`src/rtl/riscv_mc_controller.sv`:
```
// Multi-cycle fetch/decode/execute/memory sequencer for the RV32I core.
// Optional RISCV_MC_PERF_EN adds cycle_cnt / instret_cnt outputs.
//
// state  | meaning
// FETCH  | imem_req held until imem_rvalid; IR loads on the response
// DECODE | IR stable for one cycle; unsupported encodings trap
// EXEC   | ALU/branch/jump retire here; loads/stores go on to MEM
// MEM    | dmem_req held until dmem_ready, then retire
// TRAP   | sticky fault, strobes idle until rst
//
// Decoder field encodings: wb_sel 2'd1 = memory data; rf_wen/mem_wen 1 = write;
// pc_sel 0 = PC+4, 1 = branch target, 2 = ALU result.
module riscv_mc_controller #(
  parameter int WORD_LENGTH    = 32,
  parameter int TIMEOUT_CYCLES = 255
) (
  input  logic       clk,
  input  logic       rst,
  output logic       imem_req,
  input  logic       imem_rvalid,
  output logic       ir_we,
  input  logic       inst_valid,
  input  logic [1:0] wb_sel,
  input  logic       rf_wen,
  input  logic       mem_wen,
  input  logic [1:0] pc_sel,
  input  logic       br_taken,
  output logic       dmem_req,
  output logic       dmem_we,
  input  logic       dmem_ready,
  output logic       pc_we,
  output logic [1:0] pc_next_sel,
  output logic       rf_we,
  output logic       trap,
  output logic [1:0] trap_cause,
  output logic [2:0] state_o
`ifdef RISCV_MC_PERF_EN
  ,
  output logic [WORD_LENGTH-1:0] cycle_cnt,
  output logic [WORD_LENGTH-1:0] instret_cnt
`endif
);

  localparam logic [1:0] WB_MEM      = 2'd1;
  localparam logic       RF_WRITE    = 1'b1;
  localparam logic       MEM_WRITE   = 1'b1;
  localparam logic [1:0] PC_PLUS4    = 2'd0;
  localparam logic [1:0] PC_B_TARGET = 2'd1;
  localparam logic [1:0] PC_ALU      = 2'd2;

  // Wait timer is a down-counter reloaded on every state change; expiry at zero.
  localparam int          TW    = (TIMEOUT_CYCLES > 2) ? $clog2(TIMEOUT_CYCLES) : 1;
  localparam bit          TO_EN = (TIMEOUT_CYCLES != 0);
  localparam logic [TW-1:0] TLOAD = TW'((TIMEOUT_CYCLES == 0) ? 0 : TIMEOUT_CYCLES - 1);

  typedef enum logic [2:0] {
    S_FETCH  = 3'd0,
    S_DECODE = 3'd1,
    S_EXEC   = 3'd2,
    S_MEM    = 3'd3,
    S_TRAP   = 3'd4
  } state_e;

  state_e        state_q, state_d;
  logic [TW-1:0] timer_q, timer_d;
  logic [1:0]    cause_q, cause_d;

  logic is_load, is_store;
  assign is_load  = (wb_sel == WB_MEM);
  assign is_store = (mem_wen == MEM_WRITE);

  always_ff @(posedge clk) begin
    if (rst) begin
      state_q <= S_FETCH;
      timer_q <= TLOAD;
      cause_q <= 2'b00;
    end else begin
      state_q <= state_d;
      timer_q <= timer_d;
      cause_q <= cause_d;
    end
  end

  always_comb begin
    state_d = state_q;
    timer_d = TLOAD;
    cause_d = cause_q;
    unique case (state_q)
      S_FETCH: begin
        if (imem_rvalid) begin
          state_d = S_DECODE;
        end else if (TO_EN && (timer_q == '0)) begin
          state_d = S_TRAP;
          cause_d = 2'b10;
        end else if (TO_EN) begin
          timer_d = timer_q - TW'(1);
        end
      end
      S_DECODE: begin
        if (!inst_valid) begin
          state_d = S_TRAP;
          cause_d = 2'b01;
        end else begin
          state_d = S_EXEC;
        end
      end
      S_EXEC:   state_d = (is_load || is_store) ? S_MEM : S_FETCH;
      S_MEM: begin
        if (dmem_ready) begin
          state_d = S_FETCH;
        end else if (TO_EN && (timer_q == '0)) begin
          state_d = S_TRAP;
          cause_d = 2'b11;
        end else if (TO_EN) begin
          timer_d = timer_q - TW'(1);
        end
      end
      S_TRAP:   state_d = S_TRAP;
      default:  state_d = S_FETCH;
    endcase
  end

  always_comb begin
    imem_req    = 1'b0;
    ir_we       = 1'b0;
    dmem_req    = 1'b0;
    dmem_we     = 1'b0;
    pc_we       = 1'b0;
    pc_next_sel = PC_PLUS4;
    rf_we       = 1'b0;
    if (!rst) begin
      unique case (state_q)
        S_FETCH: begin
          imem_req = 1'b1;
          ir_we    = imem_rvalid;
        end
        S_EXEC: begin
          if (!(is_load || is_store)) begin
            pc_we = 1'b1;
            rf_we = (rf_wen == RF_WRITE);
            if (pc_sel == PC_ALU)
              pc_next_sel = PC_ALU;
            else if ((pc_sel == PC_B_TARGET) && br_taken)
              pc_next_sel = PC_B_TARGET;
          end
        end
        S_MEM: begin
          dmem_req = 1'b1;
          dmem_we  = is_store;
          if (dmem_ready) begin
            pc_we = 1'b1;
            rf_we = !is_store;
          end
        end
        default: ;
      endcase
    end
  end

  assign state_o    = state_q;
  assign trap       = (state_q == S_TRAP);
  assign trap_cause = cause_q;

`ifdef RISCV_MC_PERF_EN
  logic [WORD_LENGTH-1:0] cycle_cnt_q, cycle_cnt_d;
  logic [WORD_LENGTH-1:0] instret_cnt_q, instret_cnt_d;

  always_comb begin
    cycle_cnt_d   = cycle_cnt_q + WORD_LENGTH'(state_q != S_TRAP);
    instret_cnt_d = instret_cnt_q + WORD_LENGTH'(pc_we);
  end

  always_ff @(posedge clk) begin
    if (rst) begin
      cycle_cnt_q   <= '0;
      instret_cnt_q <= '0;
    end else begin
      cycle_cnt_q   <= cycle_cnt_d;
      instret_cnt_q <= instret_cnt_d;
    end
  end

  assign cycle_cnt   = cycle_cnt_q;
  assign instret_cnt = instret_cnt_q;
`endif

endmodule
```
`config.mk`:
```
export PLATFORM = sky130hd
export DESIGN_NAME = riscv_mc_controller
export DESIGN_NICKNAME = d
export VERILOG_FILES = /design/src/rtl/riscv_mc_controller.sv
export SDC_FILE = /design/constraint.sdc
export NUM_CORES = 1
export LEC_CHECK = 0
export CAP_MARGIN = 15
export CORE_ASPECT_RATIO = 0.9
export CORE_MARGIN = 10
export CORE_UTILIZATION = 40
export CTS_CLUSTER_DIAMETER = 200
export CTS_CLUSTER_SIZE = 40
export DETAILED_ROUTE_END_ITERATION = 8
export PLACE_DENSITY_LB_ADDON = 0.08
export SLEW_MARGIN = 25
export SYNTH_ARGS = -nofsm -noshare
export SYNTH_HDL_FRONTEND = slang
export SYNTH_SLANG_ARGS = --single-unit
```
`constraint.sdc`:
```
create_clock -name clk -period 1.9 [get_ports clk]
set_clock_uncertainty 0.05 [all_clocks]
set_input_delay 0.57 -clock clk [delete_from_list [all_inputs] [get_ports clk]]
set_output_delay 0.57 -clock clk [all_outputs]
set_load 0.005 [all_outputs]
```
==> results.toml, run 1 <==
[status]
status = "complete, but fails checks"
violations = "setup timing"

[place]
place.gp.congestion = 0.754
hpwl_mm = 1.84
io_buffers = 25
dp_slack_ns = -0.981

[yosys]
synth_area_leaders = "dfxtp_1 (33%), nand2_1 (4.3%), nor2_1 (3.8%), a21oi_1 (3.2%), ha_1 (3.2%)"
synthesis.nets = 109
syn-mean-instance-area_um2 = 8.24
yosysUniqueCellTypes = 41
yosysTopAreaCell = "dfxtp_1"
yosysSeqAreaShare_pct = 33.2
synth_top_area_share_pct = 33.2
synth_seq_cells = 13
netlist_instances = 95
synth_area_um2 = 783
synth-warning-count = 0

[die]
ios = 26
rows = 15
placeableCoreArea_mm2 = 0.00190
die_w_um = 66.6
start_util_pct = 41.3
dieArea_mm2 = 0.00413
die-height_um = 62.0

[routing]
viasPerCell = 5.06
wire_per_inst_um = 14.4
wirelength_mm = 2.54
firstDrtPassIters = 4
drc = 0
first_iter_violations = 18
antenna_left = 0
via_count = 891

[sta]
setup_viol = 6
period_needed_ns = 2.12
layout_setup_ws_ns = -0.216
drv_slew = 0
hold_viol = 0
worst_pin_slew_ns = 0.609
max_slew_margin_pct = 59.1
rsz0062_at_grt = "yes"
post-route-period-util_pct = 111
max_freq_ghz = 0.473

[min_path]
hp-class = "reg2reg"

[clock_tree]
cts_tree = "done"
clock-root-buffer = "clkbuf_4"
insertion_delay_ns = 0.27
cts-buffers-inserted = 3
clk_pin_slew_ns = 0.08
clockBufferDepth = 2
cts.sinks = 13
h-tree-depth = 1

[cells_and_area]
area_delta_synth_final_pct = 78.8
drive_gt1_share_pct = 49.7
diodes = 0
fin_nets = 166
layout_common_cells = "buf_4 (24), dfxtp_1 (10), nand2_1 (9), buf_6 (9), buf_2 (9)"
layout_commonest_cell = "buf_4"
fill_cells = 147

[grt]
overflow = 0
grt_usage_pct = 12.4
grt_pass1_vias = 839
antenna_found_initial = 0
grt_pass1_wl_mm = 3.95
grt_max_degree = 9

[power_and_ir_drop]
p_per_area_mw_per_mm2 = 489
power_uw = 684
ir_drop_mv = 0.469
p_leak_uw = 0.000626

[worst_setup_path]
critPathMaxFanout = 4
crit_arrival_ns = 1.50
endpoint_kind = "output pin"
timing_worst_setup_path_type = "in2out"
crit_required_ns = 1.28
crit_path_start_kind = "input pin"

[flow_run]
cap_violations = 0
-- logic make-up (layout without fill, tap and decap cells) --
logic type | Yosys count | after routing | synth area share [%]
AO/OA/AOI/OAI | 19 | 19 | 16.6
XOR/XNOR | 2 | 2 | 2.24
adder cells (fa/ha/maj) | 2 | 2 | 3.19
buffers and inverters | 9 | 65 | 5.43
flip-flops | 13 | 13 | 33.2
AND/OR/NAND/NOR | 50 | 50 | 39.3
-- Yosys cell counts --
cell       count
buf_6          1
a21oi_1        5
and2_1         3
and2_2         1
o22ai_1        1
nand2_1        9
o41ai_1        1
nand4bb_1      1
or3_1          1
and2b_2        1
nor2_1         8
nor4bb_1       1
nor3b_1        1
and2_4         1
and3b_1        1
nor4_1         3
buf_2          1
nand2b_1       2
o21ai_0        3
dfxtp_1       13
and3_1         1
inv_1          5
o21a_1         1
nand3_1        4
o21bai_1       1
or2_2          1
a311oi_1       2
or3b_2         1
nor2b_1        2
a211oi_2       1
or3b_1         1
clkbuf_1       2
o211ai_1       1
nand3b_1       1
xnor2_1        2
and3b_2        1
nor4b_1        1
nor4_4         1
nor3_1         3
ha_1           2
a211oi_1       3
-- registers in the layout, summed over array words and instances, names as in the netlist --
signal,cells
timer_q,8
state_o,3
trap_cause,2
-- metrics by stage --
| step | area [µm²] | hold WS, ns | utilization, % | cells | TNS (ns) |
|---|---|---|---|---|---|
| after floorplan | 813 | 0.372 | - | 95 | 0 |
| after global placement | 1210 | 0.398 | 64.0 | 160 | -9.72 |
| after CTS | 1310 | 0.411 | 69.2 | 172 | -0.866 |
| after detailed placement | 1210 | 0.398 | 64.0 | 160 | -9.89 |
| final | 1400 | 0.413 | 73.9 | 176 | -0.876 |
| after global routing | 1400 | 0.449 | 73.9 | 176 | -1.22 |
-- worst max-delay path, stage by stage --
cell	delay [ns]
buf_6	0.09
nor2b_4	0.12
nand4bb_4	0.21
o22ai_1	0.17
nor4bb_2	0.20
buf_2	0.15
-- report_power, final --
part	leakage [µW]	internal [µW]	total (µW)	switching [µW]
clock network	0.0000150	81.3	167	85.7
registers	0.000107	283	293	9.94
logic	0.000503	130	224	94.5
-- final cells by class --
class | instances | area, µm² | share of cell area (%)
repair buffers | 56 | 465 | 33.2
flip-flops and latches | 13 | 267 | 19.0
well taps | 25 | 31.3 | 2.23
clock buffers | 4 | 26.3 | 1.88
multi-input cells | 73 | 592 | 42.3
inverters | 5 | 18.8 | 1.34
-- final timing paths --
check,endpoint,slack (ns),start,cells past startpoint
max,rf_we,-0.22,wb_sel[0],6
min,timer_q[0]$_SDFF_PP0_,0.41,timer_q[0]$_SDFF_PP0_,1
max reg2reg,state_o[0]$_SDFF_PP0_,0.23,timer_q[0]$_SDFF_PP0_,6
min reg2reg,timer_q[0]$_SDFF_PP0_,0.41,timer_q[0]$_SDFF_PP0_,1
-- timing repair --
action | in CTS | in global routing
gates cloned | 0 | 0
endpoints found under the setup margin | 16 | 13
hold buffers | 0 | 0
buffers inserted | 8 | 5
resized for setup | 74 | 15
pin swaps | 10 | 8
-- routing by layer --
layer | part of all wire (%) | GRT usage (%)
met2 | 51 | 21.4
met4 | 0.28 | 1.79
met5 | 0 | 0
met1 | 44 | 14.4
met3 | 4.9 | 4.84
Note: power is estimated with default switching activity, not from simulation.
==> run 2, diff against run 1 <==
--- a/config.mk
+++ b/config.mk
@@ -8,10 +8,11 @@
 export CAP_MARGIN = 15
 export CORE_ASPECT_RATIO = 0.9
 export CORE_MARGIN = 10
-export CORE_UTILIZATION = 40
+export CORE_UTILIZATION = 53
 export CTS_CLUSTER_DIAMETER = 200
 export CTS_CLUSTER_SIZE = 40
 export DETAILED_ROUTE_END_ITERATION = 8
+export DONT_BUFFER_PORTS = 1
 export PLACE_DENSITY_LB_ADDON = 0.08
 export SLEW_MARGIN = 25
 export SYNTH_ARGS = -nofsm -noshare
==> run 2 against run 1 <==
Net effect:
- non-clock buffer count fell by 43
- count of clock-buffer cells in the layout is the same
- final cell count is 30% lower
- flip-flop and latch count did not move
- fmax grew 8.0%
- the flow still finishes with violations (setup timing)
- largest power group unchanged
- utilization decreased by 3.6 points
- sequential power about the same
==> results.toml, run 2 (synthesis results as in run 1) <==
[status]
status = "complete, but fails checks"
violations = "setup timing"

[clock_tree]
clockBufferDepth = 2
cts_tree = "done"
insertion_delay_ns = 0.28
cts.hold.buffers_added = 0
cts.sinks = 13
cts-buffers-inserted = 3
clock-root-buffer = "clkbuf_4"
clk_pin_slew_ns = 0.08
h-tree-depth = 1

[grt]
grt_pass1_vias = 696
antenna_found_initial = 0
grt_pass1_wl_mm = 3.38
grt_usage_pct = 12.6
overflow = 0
grt_max_degree = 11

[worst_setup_path]
crit_required_ns = 1.28
critPathMaxFanout = 4
timing_worst_setup_path_type = "reg2out"
crit_path_start_kind = "register"
crit_arrival_ns = 1.34
endpoint_kind = "output pin"

[sta]
layout_setup_ws_ns = -0.0586
holdWs_ns = 0.297
post-route-period-util_pct = 103
rsz0062_at_grt = "yes"
max_slew_margin_pct = 60.5
setup_viol = 2
drv_slew = 0
hold_viol = 0
max_freq_ghz = 0.511
worst_pin_slew_ns = 0.589
setup_tns_ns = -0.115
period_needed_ns = 1.96

[routing]
drc = 0
first_iter_violations = 5
wirelength_mm = 1.98
firstDrtPassIters = 4
antenna_left = 0
wire_per_inst_um = 16.1
via_count = 731
viasPerCell = 5.94

[cells_and_area]
layout_common_cells = "buf_4 (13), dfxtp_1 (10), nand2_1 (8), nor2_1 (7), inv_1 (5)"
top_register = "timer_q"
drive_gt1_share_pct = 36.1
area_delta_synth_final_pct = 27.0
final_util_pct = 70.3
diodes = 0
final_cell_area_um2 = 995
layout_commonest_cell = "buf_4"
largest_reg_flops = 8
fin_nets = 123

[place]
hpwl_mm = 1.51
post_dp_cell_area_um2 = 876
place.gp.congestion = 0.818
io_buffers = 0
dp_slack_ns = -0.0842

[power_and_ir_drop]
p_comb_share_pct = 20.9
p_int_uw = 428
seqPwrFrac_pct = 49.8
p_switching_uw = 163
clockPowerShare_pct = 29.2
p_sw_share_pct = 27.6
p_leak_uw = 0.000389
p_per_area_mw_per_mm2 = 595
ir_drop_mv = 0.383

[die]
rows = 13
start_util_pct = 55.3
die-height_um = 56.5
dieArea_mm2 = 0.00342
ios = 26
placeableCoreArea_mm2 = 0.00142
die_w_um = 60.5

[min_path]
hp-class = "in2reg"

[flow_run]
cap_violations = 0
-- run 2: cell types whose count changed in the layout (fill, tap and decap cells not counted), moves of 2 or more --
cell,previous run,this run
nor2_2,2,0
buf_6,9,0
nor2_1,5,7
buf_4,24,13
dlygate4sd2_1,7,0
clkdlybuf4s50_1,4,0
buf_2,9,0
-- run 2: layout make-up --
class,count,area [µm²]
multi-input cells,73,567
fillers,115,420
flip-flops and latches,13,267
repair buffers,13,97.6
clock buffers,4,26.3
inverters,5,18.8
well taps,15,18.8
-- run 2: worst max-delay path, cell delays in order (launching register included) --
cell       delay [ns]
dfxtp_2          0.35
nor2_4           0.14
nand4bb_4        0.15
nor4b_2          0.27
buf_4            0.15
-- run 2: repair_timing --
action                     in CTS  in global routing
resized for setup              13                  3
pin swaps                       4                  3
setup endpoints to repair       6                  6
setup buffers                   2                  2
hold endpoints to repair        0                  0
-- run 2: stage by stage --
| step | total power (µW) | std cells |
|---|---|---|
| detailed placement | 397 | 115 |
| finish | 591 | 123 |
| global placement | 394 | 115 |
| CTS | 590 | 121 |
| floorplan | 373 | 95 |
| global route | 626 | 123 |
-- run 2: path summary, 6_finish.rpt --
kind / start / to / slack (ns) / cells past startpoint
max: state_o[0]$_SDFF_PP0_ / pc_next_sel[1] / -0.06 / 4
min: rst / trap_cause[1]$_SDFFE_PP0P_ / 0.30 / 1
max reg2reg: timer_q[0]$_SDFF_PP0_ / trap_cause[1]$_SDFFE_PP0P_ / 0.18 / 6
min reg2reg: timer_q[0]$_SDFF_PP0_ / timer_q[0]$_SDFF_PP0_ / 0.41 / 1
-- run 2: power groups by stage --
stage,clock network (µW),logic (µW),registers [µW]
2_1_floorplan,0,76.6,296
3_3_place_gp,0,95.9,299
3_5_place_dp,0,98.0,299
4_1_cts,178,117,294
5_1_grt,191,138,297
6_report,173,124,295
-- run 2: layer usage --
| metal | up-vias | GRT usage (%) | wire, µm |
|---|---|---|---|
| li1 | 372 | - | - |
| met1 | 343 | 15.9 | 859 |
| met2 | 12 | 18.7 | 975 |
| met3 | 4 | 5.39 | 115 |
| met4 | 0 | 3.76 | 29 |
| met5 | - | 0 | 0 |
==> run 3, diff against run 2 <==
--- a/config.mk
+++ b/config.mk
@@ -10,7 +10,7 @@
 export CORE_MARGIN = 10
 export CORE_UTILIZATION = 53
 export CTS_CLUSTER_DIAMETER = 200
-export CTS_CLUSTER_SIZE = 40
+export CTS_CLUSTER_SIZE = 16
 export DETAILED_ROUTE_END_ITERATION = 8
 export DONT_BUFFER_PORTS = 1
 export PLACE_DENSITY_LB_ADDON = 0.08
==> results of run 3 <==
The final DEF is identical to that of run 2; final timing and power are the same.
